$ cat src/rtl/uart_tx_mmio.sv
// rtl/uart_tx_mmio.sv - memory-mapped UART transmitter with 8-entry byte FIFO
// Optional even parity bit between data bit 7 and stop when UART_TX_PARITY_EN is defined.
module uart_tx_mmio #(
    parameter int CLK_DIV = 434
) (
    input  logic        clk,
    input  logic        rst,
    input  logic [31:0] io_a,
    input  logic        wio,
    input  logic [31:0] d_t_io,
    output logic [31:0] d_f_io,
    output logic        txd,
    output logic        tx_busy
);

    localparam logic [15:0] RELOAD = 16'(CLK_DIV - 1);

`ifdef UART_TX_PARITY_EN
    typedef enum logic [2:0] {IDLE, START, DATA, PARITY, STOP} state_t;
`else
    typedef enum logic [2:0] {IDLE, START, DATA, STOP} state_t;
`endif

    state_t      state;
    logic [7:0]  fifo_mem [8];
    logic [2:0]  wr_ptr;
    logic [2:0]  rd_ptr;
    logic [3:0]  count;
    logic        overflow;
    logic [15:0] bit_cnt;
    logic [2:0]  bit_idx;
    logic [7:0]  shift;
`ifdef UART_TX_PARITY_EN
    logic        parity_bit;
`endif

    logic sel;
    logic push_req;
    logic status_wr;
    logic pop;
    logic push_ok;
    logic full;
    logic empty;
    logic unused_bits;

    assign sel       = (io_a[31:28] == 4'hC);
    assign push_req  = wio && sel && !io_a[2];
    assign status_wr = wio && sel && io_a[2];
    assign full      = (count == 4'd8);
    assign empty     = (count == 4'd0);
    assign pop       = (state == IDLE) && !empty;
    // A full FIFO still accepts a push when the shifter drains an entry on the same edge.
    assign push_ok   = push_req && (!full || pop);

    assign tx_busy     = (state != IDLE) || !empty;
    assign d_f_io      = (sel && io_a[2]) ? {28'b0, overflow, tx_busy, full, empty} : 32'b0;
    assign unused_bits = ^{io_a[27:3], io_a[1:0], d_t_io[31:8]};

    always_ff @(posedge clk) begin
        if (!rst && push_ok) begin
            fifo_mem[wr_ptr] <= d_t_io[7:0];
        end
    end

    always_ff @(posedge clk) begin
        if (rst) begin
            wr_ptr   <= 3'd0;
            rd_ptr   <= 3'd0;
            count    <= 4'd0;
            overflow <= 1'b0;
        end else begin
            if (push_ok) begin
                wr_ptr <= wr_ptr + 3'd1;
            end
            if (pop) begin
                rd_ptr <= rd_ptr + 3'd1;
            end
            case ({push_ok, pop})
                2'b10:   count <= count + 4'd1;
                2'b01:   count <= count - 4'd1;
                default: count <= count;
            endcase
            if (status_wr) begin
                overflow <= 1'b0;
            end else if (push_req && !push_ok) begin
                overflow <= 1'b1;
            end
        end
    end

    always_ff @(posedge clk) begin
        if (rst) begin
            state   <= IDLE;
            txd     <= 1'b1;
            bit_cnt <= 16'd0;
            bit_idx <= 3'd0;
            shift   <= 8'd0;
`ifdef UART_TX_PARITY_EN
            parity_bit <= 1'b0;
`endif
        end else begin
            case (state)
                IDLE: begin
                    if (!empty) begin
                        shift   <= fifo_mem[rd_ptr];
`ifdef UART_TX_PARITY_EN
                        parity_bit <= ^fifo_mem[rd_ptr];
`endif
                        txd     <= 1'b0;
                        bit_cnt <= RELOAD;
                        state   <= START;
                    end
                end
                START: begin
                    if (bit_cnt == 16'd0) begin
                        txd     <= shift[0];
                        shift   <= {1'b0, shift[7:1]};
                        bit_idx <= 3'd0;
                        bit_cnt <= RELOAD;
                        state   <= DATA;
                    end else begin
                        bit_cnt <= bit_cnt - 16'd1;
                    end
                end
                DATA: begin
                    if (bit_cnt == 16'd0) begin
                        bit_cnt <= RELOAD;
                        if (bit_idx == 3'd7) begin
`ifdef UART_TX_PARITY_EN
                            txd   <= parity_bit;
                            state <= PARITY;
`else
                            txd   <= 1'b1;
                            state <= STOP;
`endif
                        end else begin
                            txd     <= shift[0];
                            shift   <= {1'b0, shift[7:1]};
                            bit_idx <= bit_idx + 3'd1;
                        end
                    end else begin
                        bit_cnt <= bit_cnt - 16'd1;
                    end
                end
`ifdef UART_TX_PARITY_EN
                PARITY: begin
                    if (bit_cnt == 16'd0) begin
                        txd     <= 1'b1;
                        bit_cnt <= RELOAD;
                        state   <= STOP;
                    end else begin
                        bit_cnt <= bit_cnt - 16'd1;
                    end
                end
`endif
                STOP: begin
                    // Returning to IDLE lets the next pop happen on the very next edge.
                    if (bit_cnt == 16'd0) begin
                        state <= IDLE;
                    end else begin
                        bit_cnt <= bit_cnt - 16'd1;
                    end
                end
                default: begin
                    state <= IDLE;
                    txd   <= 1'b1;
                end
            endcase
        end
    end

endmodule

$ cat config.mk
export PLATFORM = sky130hd
export DESIGN_NAME = uart_tx_mmio
export DESIGN_NICKNAME = d
export VERILOG_FILES = /design/src/rtl/uart_tx_mmio.sv
export SDC_FILE = /design/constraint.sdc
export NUM_CORES = 1
export LEC_CHECK = 0
export ABC_AREA = 1
export CAP_MARGIN = 15
export CORE_AREA = 4 4 108 110
export CTS_CLUSTER_DIAMETER = 80
export DETAILED_ROUTE_END_ITERATION = 16
export DIE_AREA = 0 0 112 114
export PLACE_DENSITY = 0.83
export SLEW_MARGIN = 0
export SYNTH_ARGS = -nofsm -noshare
export SYNTH_HDL_FRONTEND = slang
export SYNTH_SLANG_ARGS = --single-unit
$ cat constraint.sdc
create_clock -name clk -period 3 [get_ports clk]
set_input_delay 0.45 -clock clk [delete_from_list [all_inputs] [get_ports clk]]
set_output_delay 0.45 -clock clk [all_outputs]
set_load 0.02 [all_outputs]
Word level (Yosys, flattened, before mapping)
Memories as Yosys holds them, arrays and structs flattened. A register that Yosys moved wholly into a read port is not among the register bits.
Cells that the tools add are included.
{"block": "totals", "regBits": 42, "ramBits": 64, "inputBits": 67, "mem_count": 1}
{"memory": "fifo_mem", "words": 8, "width": 8, "read_ports": 1, "rd_ports_with_merged_regs": 1, "wr": 1, "line": "25", "source": "logic [7:0] fifo_mem [8];"}
{"block": "op_classes", "addsub": 6, "n_eq_ne": 15, "n_mux": 29, "n_bitwise": 1, "reduce_logical": 30}
{"operator": "$mux 16", "count": 3}
{"operator": "$pmux 16 s3", "count": 1}
{"operator": "$mux 8", "count": 4}
{"operator": "$mux 3", "count": 9}
{"operator": "$pmux 8 s3", "count": 1}
{"operator": "$logic_not 16->1", "count": 1}
{"operator": "$sub 16x1->16 const B", "count": 1}
{"operator": "$ne 2x2->1 const B", "count": 7}
{"operator": "$pmux 3 s4", "count": 1}
{"operator": "$reduce_and 5->1", "count": 2}
{"operator": "$add 3x1->3 const B", "count": 3}
{"operator": "$reduce_bool 3->1", "count": 3}
{"operator": "$eq 4x4->1 const B", "count": 2}
{"operator": "$logic_and 1x1->1", "count": 8}
{"operator": "$pmux 4 s2", "count": 1}
{"operator": "$reduce_and 4->1", "count": 2}
{"operator": "$eq 3x2->1 const B", "count": 2}
{"operator": "$mux 1", "count": 6}
{"operator": "$pmux 3 s2", "count": 1}
{"operator": "$logic_not 1->1", "count": 5}
{"operator": "$add 4x1->4 const B", "count": 1}
{"operator": "$logic_not 4->1", "count": 1}
{"operator": "$mux 4", "count": 1}
{"operator": "$pmux 1 s4", "count": 1}
{"operator": "other kinds (11)", "count": 14}

Logic depth before layout (Yosys ltp)
Gate-level depths: netlist of the first run.
{"block": "depth", "ltp_word": 8, "ltp_mapped": 17, "ltp_nobuf": 16}

Worst setup path before layout of the first run
No wires, ideal clock.
{"block": "synth_path", "path_type": "register -> register", "start": "register state[0]", "end": "memory fifo_mem[0][0] (enable)", "setup_ns": 0.370, "t_arrival_ns": 1.728, "slack_ns": 0.902, "stages_incl_launch_ff": 11, "n_path_buf": 1, "period_less_slack_ns": 2.098, "cell_sequence": "dfxtp_1 > inv_1 > ha_1 > buf_4 > inv_2 > nand4_1 > inv_1 > nor2_1 > inv_2 > or2_1 > nor2_1"}
{"block": "synth_via", "elab_chain_len": 7}
{"element": "from (decl)", "line": "24", "source": "state_t state;"}
{"element": "from (signal assigned)", "line": "93", "source": "state <= IDLE;"}
{"element": "from (signal assigned)", "line": "111", "source": "state <= START;"}
{"element": "from (signal assigned)", "line": "120", "source": "state <= DATA;"}
{"element": "$logic_not 3->1", "line": "51", "source": "assign pop = (state == IDLE) && !empty;"}
{"element": "$logic_and 1x1->1", "line": "51"}
{"element": "$logic_or 1x1->1", "line": "53", "source": "assign push_ok = push_req && (!full || pop);"}
{"element": "$logic_and 1x1->1", "line": "53"}
{"element": "$logic_and 1x1->1", "line": "60", "source": "if (!rst && push_ok) begin"}
{"element": "$mux 1", "line": "60"}
{"element": "$mux 1 (not written as such)", "line": "61", "source": "fifo_mem[wr_ptr] <= d_t_io[7:0];"}
{"element": "to (decl)", "line": "25"}
Every way passes these cells.

Worst setup path in the final report of the first run
{"block": "layout_path", "start": "register state[1]", "end": "output port tx_busy"}
{"block": "layout_via", "elab_chain_len": 2}
{"element": "$reduce_bool 3->1", "line": "55", "source": "assign tx_busy = (state != IDLE) || !empty;"}
{"element": "$logic_or 1x1->1", "line": "55"}
{"element": "to (decl)", "line": "13", "source": "output logic tx_busy"}
Every way passes these cells.

==> qor.csv, run 1 <==
metric,value,unit
"critical path, cell by cell",inv_1 -> ha_1 -> nand3_2 -> clkdlybuf4s50_1,
CTS Hold Buffers Added,0,
core area,10700,um2
M1 WL,4.640,mm
vias per cell,5.252,
f_max,388.4,MHz
final hold viol count,0,
HP Class,flop to flop,
Slew @ Worst Pin,610.0,ps
Worst VDD drop,0.0004096,V
RSZ-0062 raised after global routing,no,
ys async rst share,0,
clock skew,16.77,ps
crit path time final,2575,ps
overall die width,112,um
crit-path max FO,9,
Overall Power,5342,uW
Critical R2R Capture,count[3],
DRC,0,
post-CTS setup-driven buffer insertion count,0,
CP endpoint,tx_busy,
grt ovf,0,
critical path startpoint,state[1],
met2 routed WL,5.531,mm
CTS tree,done,
DRT iter0 DRCs,297,
Initial Util,0.4944,
post-synth cell types,33,
top area cells in the synthesized netlist,"edfxtp_1, dfxtp_1, nand2_1",
All-Layer GR Usage,0.1811,
H-tree depth,3,
Max transition margin,0.5929,
Pleak,0.002418,uW
drt pass-1 iters,7,
Placed Cells,785,
WS Path Type,flop to output pin,
GP Congestion,0.9321,
Top Metal Used,met4,
CTS Buf Count,9,
Layout Nets,736,
area of the multi-input gates,2077,um2
first-pass GRT wire length,18.65,mm
"Req. time, crit path",2550,ps
Sequential Area,2803,um2
post-place setup slack,481.4,ps
Worst Hold Depth,2,
Max Root-Sink Buffers,2,
Pins Over Slew Limit,0,
arrival time at the worst endpoint,2120,ps
Worst-path clk slew,100,ps
CP max-delay cell,clkdlybuf4s50_1,
IO Pins,101,
period utilization,0.8583,
Synth Instances,629,
vias,4207,
clock sink total,108,
Setup TNS,0,ps
Critical Path Source Type,flop,
Die Area,12770,um2
largest net degree at the start of global routing,33,
Die Y,114,um
clk root buf,clkbuf_8,
commonest cells in the netlist,"nand2_1, nand3_1, nor2_1",
Reg2Reg Setup Slack,590,ps
DR WL/cell,13.94,um
Max Cap Viol,0,
top-area cell type share of the netlist area,0.3634,
PwrDens,926.7,nW/um2
Final setup violation count,0,
DRT antenna net count,0,
antenna violations before repair,0,
Critical Path End Type,output pin,
critical path depth,4,
Reg2Reg Launch Point,state[1],
Worst path max stage delay,610,ps
Synth Flop Type,edfxtp_1,
synth-to-layout area growth,8.990,%
Mapped Area,5289,um2
Clock Latency Late Sink,390,ps
WL final,11.17,mm
layout cells sized above 1,0.07564,
status,"finished, final reports clean",
DR WL met3,752,um
n_diodes,0,
hpwl dp,7.722,mm
Finished Layout Cells,801,
most frequent cell after synthesis,nand2_1,
CP top delay family,buffers and inverters,
cell row count,38,
number of global-route vias before repair,4018,
setup ws final,425.0,ps
cts repair resizes,0,
Yosys reg bits,108,
Ys Warns,0,
Avg Inst Size Synth,8.408,um2
r2r worst-path depth,15,
"area leader, netlist",edfxtp_1,
IO buf count,21,
number of synthesized flops with an enable pin,64,
fill cell count,941,
"Seq/Total Area, Yosys",0.5299,
critical path buffer and inverter count,2,
## report_power, final
group          internal, uW  leakage [uW]  total, uW  switching (uW)
Combinational           816       0.00138       2580            1770
Clock                   320     0.0000982        849             528
Sequential             1760      0.000935       1910             151
## routing by layer
layer  global-route usage  vias to the layer above
li1                     -                     2059
met1               0.2269                     1982
met2               0.3114                      144
met3              0.02971                       22
met4              0.07853                        0
met5                    0                        -
## layout by cell type (no fill, tap or decap), types with 12 or more instances in the layout
cell             instances
nand2_1                179
nand3_1                 71
nor2_1                  68
edfxtp_1                64
inv_1                   50
dfxtp_1                 44
a21oi_1                 32
conb_1                  28
clkdlybuf4s50_1         21
o21ai_0                 17
buf_4                   13
ha_1                    12
## worst min-delay path by stage
stage | slack (ps) | start | end
floorplan | 430 | rd_ptr[2] | flop
global route | 490 | shift[3] | shift[3]
CTS | 470 | shift[1] | shift[1]
global placement | 450 | rd_ptr[2] | rd_ptr[2]
finish | 470 | shift[1] | shift[1]
detailed placement | 460 | shift[1] | shift[1]
## sequential cells by signal (all words and copies together) (netlist names), named ones only
register  count
bit_cnt      16
bit_idx       3
count         4
fifo_mem     64
overflow      1
rd_ptr        3
shift         8
state         2
txd           1
wr_ptr        3
## worst min-delay path, cell delays in order (launching register included)
cell     delay [ps]
dfxtp_1         320
nand2_1          60
a21oi_1          60
## cells by family (layout without fill, tap and decap cells)
| kind of cell | count (synthesis) | in the layout | synth area share |
|---|---|---|---|
| flops | 108 | 108 | 0.5299 |
| fa+ha+maj | 13 | 13 | 0.03217 |
| buf+inv | 102 | 107 | 0.09652 |
| other cells | 1 | 28 | 0.0007090 |
| simple gates | 343 | 343 | 0.2789 |
| compound gates | 61 | 61 | 0.06009 |
| xor+xnor | 1 | 1 | 0.001656 |
## final cells by class
type,instances,area share
clock buffer,9,0.02149
clock inverter,7,0.01107
inverter,57,0.03712
multi-input combinational,446,0.3603
sequential,108,0.4862
tap,140,0.03039
timing repair buffer,34,0.05340
## stage by stage
step / cell area (um2) / utilization / hold WS, ps
detailed placement: 5577 / 0.5213 / 458.1
global route: 5764 / 0.5388 / 491.4
finish: 5764 / 0.5388 / 474.3
floorplan: 5390 / - / 433.4
global placement: 5577 / 0.5213 / 447.4
CTS: 5764 / 0.5388 / 472.3
Power figures use the tool's default switching activity.
==> run 2: changes to the inputs <==
- SLEW_MARGIN: 0 -> not set
==> results of run 2 <==
The final DEF is identical to that of run 1; final timing and power are the same.
==> run 3: changes to the inputs <==
- ABC_AREA: 1 -> 0
- ABC_CLOCK_PERIOD_IN_PS: not set -> 3000
- CORE_AREA: 4 4 108 110 -> 4 4 106 108
- DIE_AREA: 0 0 112 114 -> 0 0 110 112
==> qor.csv, run 3 <==
metric,value,unit,change
commonest cells in the netlist,"edfxtp_1, dfxtp_1, nor2_1",,
HP Class,flop to flop,,
overall die width,110,um,-1.8%
IO Pins,101,,unchanged
number of flip-flops in the largest register,64,,unchanged
DR WL/cell,15.66,um,+12%
Max Root-Sink Buffers,2,,unchanged
GP Congestion,0.8349,,-10%
Worst VDD drop,0.0004466,V,+9.0%
crit-path max FO,9,,unchanged
largest net degree at the start of global routing,23,,-30%
post-CTS setup-driven buffer insertion count,0,,unchanged
cts repair resizes,0,,unchanged
Sequential Area,2803,um2,unchanged
Initial Util,0.4913,,-0.003130
Layout Nets,504,,-32%
internal power,2894,uW,about the same
Synth Flop Type,edfxtp_1,,
critical path buffer and inverter count,3,,+1
hpwl dp,6.276,mm,-19%
core area,10230,um2,-4.4%
CTS Buf Count,9,,unchanged
post-synth cell types,64,,+94%
clock sink total,108,,unchanged
Clock power frac,0.187,,+0.028
grt ovf,0,,unchanged
Critical Path End Type,output pin,,
"Seq/Total Area, Yosys",0.5576,,+0.02770
Combinational Power Share,0.401,,-0.083
Synth Instances,399,,-37%
Yosys reg bits,108,,unchanged
Seq pwr share,0.412,,+0.055
DRT iter0 DRCs,201,,-32%
vias,3044,,-28%
"Req. time, crit path",2550,ps,about the same
Pins Over Slew Limit,0,,unchanged
arrival time at the worst endpoint,2260,ps,+140 ps
clk root buf,clkbuf_8,,
most frequent cell after synthesis,edfxtp_1,,
CP top delay family,buffers and inverters,,
Clock Latency Late Sink,380,ps,about the same
Hold WS,467.1,ps,-7.111 ps
Final Util,0.5375,,-0.001347
vias per cell,5.388,,+2.6%
IO buf count,21,,unchanged
"critical path, cell by cell",nor4_2 -> buf_4 -> and2_1 -> inv_1 -> clkdlybuf4s50_1,,
Reg2Reg Setup Slack,530,ps,-60 ps
top-area cell type share of the netlist area,0.3824,,+0.01900
Worst-path clk slew,100,ps,about the same
Ys Warns,0,,unchanged
ys async rst share,0,,unchanged
antenna violations before repair,0,,unchanged
WS Path Type,flop to output pin,,
Die Area,12320,um2,-3.5%
f_max,368.6,MHz,-5.1%
fill cell count,858,,-8.8%
H-tree depth,3,,unchanged
most frequent cells in the layout,"edfxtp_1, dfxtp_1, nor2_1",,
Max transition margin,0.5189,,-0.07392
Setup TNS,0,ps,unchanged
Mapped Area,5026,um2,-5.0%
layout cells sized above 1,0.1469,,+0.07121
P_sw,1782,uW,-27%
cell row count,37,,-2.6%
All-Layer GR Usage,0.1541,,-0.02703
synth-to-layout area growth,9.410,%,
CP max-delay cell,clkdlybuf4s50_1,,
status,"finished, final reports clean",,
Biggest register,fifo_mem,,
n_diodes,0,,unchanged
final hold viol count,0,,unchanged
"most common cell after layout, fill and taps aside",edfxtp_1,,
CTS Hold Buffers Added,0,,unchanged
CTS tree,done,,
crit path time final,2713,ps,+137.7 ps
Max Cap Viol,0,,unchanged
number of global-route vias before repair,3097,,-23%
PwrDens,850.3,nW/um2,-8.2%
Slew @ Worst Pin,720.6,ps,+110.6 ps
top area cells in the synthesized netlist,"edfxtp_1, dfxtp_1, mux4_2",,
Avg Inst Size Synth,12.60,um2,+50%
Die Y,112,um,-1.8%
number of synthesized flops with an enable pin,64,,unchanged
Overall Power,4676,uW,-12%
Worst path max stage delay,580,ps,-30 ps
sw frac,0.3810,,-0.07729
area of the multi-input gates,1976,um2,-4.9%
Critical Path Source Type,flop,,
WL final,8.847,mm,-21%
RSZ-0062 raised after global routing,no,,
Final setup violation count,0,,unchanged
period utilization,0.9042,,+0.04590
DRT antenna net count,0,,unchanged
DRC,0,,unchanged
Pleak,0.001904,uW,-21%
drt pass-1 iters,4,,-3
clock skew,13.04,ps,-3.728 ps
"area leader, netlist",edfxtp_1,,
first-pass GRT wire length,14.93,mm,-20%
largest registers,"fifo_mem x64, bit_cnt x16, shift x8",,
[run 3: changes by cell type after synthesis, sizes merged, moves of 7 or more]
| cell | previous run | this run |
|---|---|---|
| mux4 | 0 | 16 |
| a21oi | 32 | 19 |
| nand3 | 73 | 2 |
| o21ai | 23 | 12 |
| nor4 | 0 | 7 |
| nor2 | 73 | 42 |
| xnor2 | 0 | 8 |
| inv | 55 | 12 |
| nor3 | 0 | 7 |
| mux2i | 0 | 11 |
| nand2 | 187 | 22 |
[run 3: cells by family (layout without fill, tap and decap cells)]
family                     count (synthesis)  in the layout  share of synthesized area
DFF                                      108            108                     0.5576
adders and majority gates                 13             13                    0.03386
muxes                                     28             28                    0.09584
xor gates and xnor gates                  15             15                    0.02614
buffers and inverters                     58             61                    0.06945
other                                      1             28                  0.0007461
and+or+nand+nor                          109            109                     0.1207
AOI/OAI and AO/OA                         67             67                    0.09560
[run 3: stage by stage]
| step | std cells | setup slack, ps | area [um2] |
|---|---|---|---|
| final | 565 | 287.4 | 5499 |
| after global routing | 565 | 134.0 | 5499 |
| after CTS | 565 | 278.0 | 5499 |
| after detailed placement | 549 | 225.6 | 5294 |
| after global placement | 549 | 314.9 | 5294 |
| after floorplan | 426 | 510.4 | 5127 |
[run 3: worst paths after layout]
kind | from | to | depth (start not counted)
max reg2reg | count[1] | count[3] | 8
min reg2reg | shift[0] | shift[0] | 2
max | count[1] | tx_busy | 5
min | shift[0] | shift[0] | 2
[run 3: layer usage]
layer	vias to the layer above	global-route usage	routed length, um
li1	1475	-	-
met1	1509	0.1917	3671
met2	50	0.2666	4723
met3	10	0.03710	352
met4	0	0.03824	99
met5	-	0	0
[run 3: power groups by stage]
stage	registers, uW	logic [uW]	clock network (uW)
after global placement	1950	1790	0
after floorplan	1890	1590	0
final	1930	1870	873
after detailed placement	1960	1870	0
after global routing	1960	2090	969
after CTS	1930	1880	894
[run 3: cell type report]
| class | count | area share |
|---|---|---|
| Clock buffer | 9 | 0.02253 |
| Clock inverter | 7 | 0.01479 |
| Inverter | 12 | 0.008191 |
| Multi-Input combinational cell | 260 | 0.3593 |
| Sequential cell | 108 | 0.5097 |
| Tap cell | 136 | 0.03094 |
| Timing Repair Buffer | 33 | 0.05461 |
[run 3: worst reg2reg max path, stage by stage (launching register included)]
cell and delay [ps]:
dfxtp_1 380, o41ai_1 680, a31oi_1 210, ha_1 330
a21o_1 180, a21oi_1 180, and2_1 170, o21ai_0 70
nor3b_2 150
